## src/rtl/lap_ctrl.sv

```systemverilog
// lap_ctrl: lap/split controller sitting between time_core and display_mux.
// Captures live MM:SS digits into a circular lap buffer and selects what the
// display shows: live time, a frozen split, or stored laps browsed while paused.
module lap_ctrl #(
  parameter int DEPTH    = 4,
  parameter int HOLD_SEC = 5
) (
  input  logic       clk,
  input  logic       rst_n,
  input  logic       tick_1hz,
  input  logic       count_enable,
  input  logic       lap_pulse,
  input  logic       recall_pulse,
  input  logic       clr_pulse,
  input  logic [3:0] mt,
  input  logic [3:0] mo,
  input  logic [3:0] st,
  input  logic [3:0] so,
  output logic [3:0] d_mt,
  output logic [3:0] d_mo,
  output logic [3:0] d_st,
  output logic [3:0] d_so,
  output logic       lap_active,
  output logic [2:0] lap_idx,
  output logic [2:0] lap_count
);

  localparam int PTR_W  = $clog2(DEPTH);
  localparam int HOLD_W = $clog2(HOLD_SEC + 1);

  typedef enum logic [1:0] {LIVE, SPLIT, RECALL} state_t;

  state_t             state;
  logic [PTR_W-1:0]   wr_ptr;
  logic [PTR_W-1:0]   rd;
  logic [PTR_W-1:0]   rd_next;
  logic [PTR_W-1:0]   rd_addr;
  logic [HOLD_W-1:0]  hold;
  logic [15:0]        lap_mem [DEPTH];
  logic [15:0]        live_p0;
  logic [15:0]        disp;
  logic               capture;

  assign live_p0 = {mt, mo, st, so};
  assign {d_mt, d_mo, d_st, d_so} = disp;

  // A running LAP press captures from LIVE or SPLIT; it is dead in RECALL
  // and loses to a same-cycle clear.
  assign capture = lap_pulse & count_enable & (state != RECALL) & ~clr_pulse;

  // Entering RECALL starts at the newest lap; each further press steps one older.
  assign rd_next = (state == RECALL) ? rd + PTR_W'(1) : '0;
  assign rd_addr = wr_ptr - PTR_W'(1) - rd_next;

  // Lap storage: written on capture only, deliberately never cleared.
  always_ff @(posedge clk) begin
    if (rst_n && capture) begin
      lap_mem[wr_ptr] <= live_p0;
    end
  end

  // Mode FSM with registered display digits and status outputs.
  always_ff @(posedge clk) begin
    if (!rst_n) begin
      state      <= LIVE;
      wr_ptr     <= '0;
      rd         <= '0;
      hold       <= '0;
      lap_count  <= '0;
      lap_idx    <= '0;
      lap_active <= 1'b0;
      disp       <= '0;
    end else if (clr_pulse) begin
      state      <= LIVE;
      wr_ptr     <= '0;
      rd         <= '0;
      hold       <= '0;
      lap_count  <= '0;
      lap_idx    <= '0;
      lap_active <= 1'b0;
      disp       <= live_p0;
    end else if (capture) begin
      wr_ptr     <= wr_ptr + PTR_W'(1);
      lap_count  <= (lap_count == 3'(DEPTH)) ? lap_count : lap_count + 3'd1;
      disp       <= live_p0;
      hold       <= HOLD_W'(HOLD_SEC);
      lap_idx    <= '0;
      lap_active <= 1'b1;
      state      <= SPLIT;
    end else begin
      case (state)
        LIVE: begin
          disp <= live_p0;
          if (recall_pulse && !count_enable && lap_count != 3'd0) begin
            rd         <= '0;
            disp       <= lap_mem[rd_addr];
            lap_idx    <= 3'd1;
            hold       <= HOLD_W'(HOLD_SEC);
            lap_active <= 1'b1;
            state      <= RECALL;
          end
        end
        SPLIT: begin
          if (tick_1hz) begin
            if (hold == HOLD_W'(1)) begin
              state      <= LIVE;
              lap_active <= 1'b0;
              lap_idx    <= '0;
              hold       <= '0;
              disp       <= live_p0;
            end else begin
              hold <= hold - HOLD_W'(1);
            end
          end
        end
        RECALL: begin
          if (count_enable) begin
            state      <= LIVE;
            lap_active <= 1'b0;
            lap_idx    <= '0;
            hold       <= '0;
            disp       <= live_p0;
          end else if (recall_pulse) begin
            if (3'(rd) + 3'd1 == lap_count) begin
              state      <= LIVE;
              lap_active <= 1'b0;
              lap_idx    <= '0;
              hold       <= '0;
              disp       <= live_p0;
            end else begin
              rd      <= rd_next;
              disp    <= lap_mem[rd_addr];
              lap_idx <= 3'(rd_next) + 3'd1;
              hold    <= HOLD_W'(HOLD_SEC);
            end
          end else if (tick_1hz) begin
            if (hold == HOLD_W'(1)) begin
              state      <= LIVE;
              lap_active <= 1'b0;
              lap_idx    <= '0;
              hold       <= '0;
              disp       <= live_p0;
            end else begin
              hold <= hold - HOLD_W'(1);
            end
          end
        end
        default: begin
          state      <= LIVE;
          lap_active <= 1'b0;
          lap_idx    <= '0;
        end
      endcase
    end
  end

endmodule

```

## config.mk

```make
export PLATFORM = sky130hd
export DESIGN_NAME = lap_ctrl
export DESIGN_NICKNAME = d
export VERILOG_FILES = /design/src/rtl/lap_ctrl.sv
export SDC_FILE = /design/constraint.sdc
export NUM_CORES = 1
export LEC_CHECK = 0
export ABC_AREA = 1
export CAP_MARGIN = 10
export CORE_ASPECT_RATIO = 0.6
export CORE_MARGIN = 2
export CORE_UTILIZATION = 40
export CTS_BUF_LIST = sky130_fd_sc_hd__clkbuf_16
export CTS_CLUSTER_DIAMETER = 150
export DETAILED_ROUTE_END_ITERATION = 6
export SLEW_MARGIN = 10
export SYNTH_ARGS = -nofsm -noshare
export SYNTH_HDL_FRONTEND = slang
export SYNTH_SLANG_ARGS = --single-unit
```

## constraint.sdc

```tcl
create_clock -name clk -period 2.1 [get_ports clk]
set_input_delay 0.21 -clock clk [delete_from_list [all_inputs] [get_ports clk]]
set_output_delay 0.21 -clock clk [all_outputs]
set_load 0.005 [all_outputs]
```

==> impl_metrics.csv <==
group,metric,value,unit
status,outcome,"finished, violations left",
status,violations,"negative setup slack",
critical_path,required,2.34,ns
synthesis,ys_ff_latch,96,
timing,hold_viol_final,0,
grt,grt_pass1_vias,5385,
clock_tree,cts_tree,"yes",
synthesis,syn-mean-instance-area,7.76,sq um
critical_path,path_class,"flip-flop to flip-flop",
placed_design,dp_hpwl,12.0,mm
critical_path,cp-start-kind,"flip-flop",
critical_path,worstPathMaxFanout,6,
critical_path,critPathSlowestCell,"dfxtp_2",
timing,grt_setup_unrepaired,"true",
timing,max_slew.worst_pin.slew,0.393,ns
timing,hold_ws,0.460,ns
synthesis,seq_area_frac_synth,0.439,
timing,max-slew-margin-rel,0.735,
drt,drcViolationCount,0,
floorplanning,core-area,14400,sq um
synthesis,synth_cell_types,39,
finish,instances_no_fill,1044,
synthesis,synthArstFlopShare,0,
pwr,ir_drop,0.348,mV
synthesis,synth_top_area_cell,"edfxtp_1",
clock_tree,numCtsBuffers,9,
floorplanning,pin_count,46,
floorplanning,die_w,160,microns
pwr,cellLeakagePower,3.17,nW
finish,final_area,7590,sq um
timing,finalSetupViolCount,10,
finish,nNetsFinal,880,
placed_design,gp_congestion,0.935,
floorplanning,die-area,15600,sq um
timing,fin_skew,0.0108,ns
synthesis,synth_ff_type,"edfxtp_1",
critical_path,arrival,2.40,ns
floorplanning,initial_core_util,0.406,
placed_design,dp_cells,1009,
run,cap_violations,0,
synthesis,synth_edf_count,64,
critical_path,cp_num_buf_inv,5,
grt,grt_usage,0.231,
critical_path,crit_chain,"inv_2 -> ha_4 -> inv_4 -> nor2_4 -> inv_2 -> ha_4 -> buf_8 -> buf_12 -> nand2_2 -> o21ai_2 -> nand3_1 -> nand2_1 -> nand2_1 -> nand2_1 -> nand2_1 -> nand2_1 -> nand2_1 -> nand2_1 -> a21oi_2",
finish,n_antenna_cell,0,
clock_tree,clock_path_buffers,2,
drt,wl_per_cell,17.0,microns
pwr,power.density,595,nW/um^2
placed_design,pre_cts_slack,-0.163,ns
clock_tree,cts.sinks,96,
synthesis,syn_area,5840,sq um
floorplanning,placementRows,34,
drt,initialDrtViolationCount,399,
grt,grt_max_degree,38,
clock_tree,postCtsHoldBufs,0,
grt,grt-ovfl-total,0,
drt,drt_pass1_iterations,5,
timing,period_needed,2.16,ns
timing,slew_viol_final,0,
synthesis,synth_fp_nets,791,
floorplanning,dieHeight,97.6,microns
critical_path,end_kind,"flip-flop",
drt,routed_wl,17.8,mm
finish,num-fill-cells,1382,
placed_design,placed_area,6820,sq um
synthesis,synthCells,752,
finish,drive_above_1_share,0.202,
drt,vias_per_cell,5.32,
synthesis,yosysWarnings,0,
clock_tree,cts-htree-levels,3,
clock_tree,insertion_delay,0.35,ns
critical_path,cpMostUsedCell,"nand2_1",
clock_tree,clk_pin_slew,0.08,ns
timing,fmax,463,MHz
timing,post-route-period-util,1.03,
synthesis,netlist_top_cells_area,"edfxtp_1, nand2_1, dfxtp_1",
critical_path,critPathTopFamily,"simple AND/OR/NAND/NOR gates",
finish,area_delta_synth_final,30.1,%
drt,final_antenna_net_count,0,
grt,antenna_found_initial,0,
clock_tree,root_buffer,"clkbuf_16",
grt,grt_pass1_wl,28.3,mm
drt,vias,5551,
synthesis,yosysTopAreaCellShare,0.329,
timing,layout_setup_ws,-0.0608,ns
critical_path,crit_path_max_incr_delay,0.33,ns
placed_design,io_buffers,45,
worst_hold_path,min_path_type,"flip-flop to flip-flop",
flip-flops by register name (all words and copies together) (netlist names):
name / count
lap_mem: 64
disp: 16
hold: 3
lap_count: 3
lap_idx: 3
rd: 2
state: 2
wr_ptr: 2
lap_active: 1
cell usage in the layout, fill, tap and decap left out, types with 6 or more instances in the layout:
master,Yosys,routed
edfxtp_1,64,64
clkdlybuf4s50_1,0,45
buf_4,1,44
o21ai_2,1,14
inv_1,94,91
nor2_1,12,11
dfxtp_1,32,29
buf_12,0,12
o21ai_1,17,33
ha_1,16,13
nand2_1,208,196
o21ai_0,94,65
nand2_2,3,14
inv_2,8,10
nand3_2,3,6
clkbuf_16,0,11
a21oi_2,10,11
a21oi_1,68,66
nand3_1,41,38
or2_1,11,11
cell usage after synthesis, types with 2 or more instances:
cell type and n:
nor2_1 12, or2_2 5, nand2_4 4, nand3_1 41
o21ai_0 94, inv_1 94, a21oi_2 10, or2_1 11
nand3_2 3, edfxtp_1 64, o21ai_1 17, ha_1 16
nor2_2 2, a21oi_1 68, nand2_1 208, buf_2 16
a22oi_1 2, nand3_4 2, dfxtp_1 32, nand2_2 3
nor2_4 4, a211oi_1 3, clkbuf_1 12, nor3_1 3
inv_2 8, buf_6 4, nor2_8 2
kinds of logic (layout without fill, tap and decap cells):
logic type | Yosys count | in the layout | synth area share
fa+ha+maj | 16 | 16 | 0.0343
compound gates | 198 | 198 | 0.184
buf+inv | 139 | 233 | 0.102
xor+xnor | 2 | 2 | 0.00429
simple gates | 301 | 301 | 0.236
flops | 96 | 96 | 0.439
worst reg2reg max path: cells and delay by family (launching register included):
| kind | cells | cell delay, ns |
|---|---|---|
| buffers and inverters | 5 | 0.46 |
| adders and majority gates | 2 | 0.45 |
| DFF | 1 | 0.33 |
| and+or+nand+nor | 10 | 0.72 |
| AOI/OAI and AO/OA | 2 | 0.10 |
metrics by stage:
stage / total power [mW] / utilization / setup TNS [ns]
2_1_floorplan: 2.51 / - / -8.93
3_3_place_gp: 2.79 / 0.474 / -0.926
3_5_place_dp: 2.80 / 0.474 / -1.80
4_1_cts: 4.49 / 0.513 / -0.000176
5_1_grt: 4.70 / 0.528 / -2.24
6_report: 4.52 / 0.528 / -0.307
layer usage:
metal,global-route usage,wire (microns),up-vias
met2,0.350,7630,235
met1,0.327,8580,2628
met3,0.0512,1230,35
li1,-,-,2653
met5,0,0,-
met4,0.0776,348,0
final cells by class:
| class | count | area, sq um | share of cell area |
|---|---|---|---|
| Tap cell | 198 | 248 | 0.0326 |
| Multi-Input combinational cell | 517 | 2830 | 0.372 |
| Timing Repair Buffer | 112 | 1260 | 0.166 |
| Clock buffer | 9 | 225 | 0.0297 |
| Sequential cell | 96 | 2570 | 0.338 |
| Clock inverter | 7 | 61.3 | 0.00807 |
| Inverter | 105 | 404 | 0.0532 |
worst paths after layout:
path | startpoint | endpoint | slack, ns | cells past startpoint
worst min register to register | rd[1]$_SDFFE_PP0P_ | rd[1]$_SDFFE_PP0P_ | 0.46 | 2
worst max register to register | state[0]$_SDFFE_PP0P_ | disp[11]$_SDFFE_PN0P_ | -0.06 | 19
worst max-delay path | state[0]$_SDFFE_PP0P_ | disp[11]$_SDFFE_PN0P_ | -0.06 | 19
worst min-delay path | rd[1]$_SDFFE_PP0P_ | rd[1]$_SDFFE_PP0P_ | 0.46 | 2
report_power, final:
| part | switching [mW] | internal [mW] |
|---|---|---|
| sequential | 0.0342 | 2.05 |
| combinational | 0.431 | 0.355 |
| clock | 0.812 | 0.833 |
| total | 1.28 | 3.24 |
timing repair:
item,in CTS,in global routing
endpoints found under the hold margin,0,0
gates resized for setup,38,29
endpoints found under the setup margin,16,57
pin swaps,11,40
cloned,5,2
setup buffers,5,7
Power figures use the tool's default switching activity.
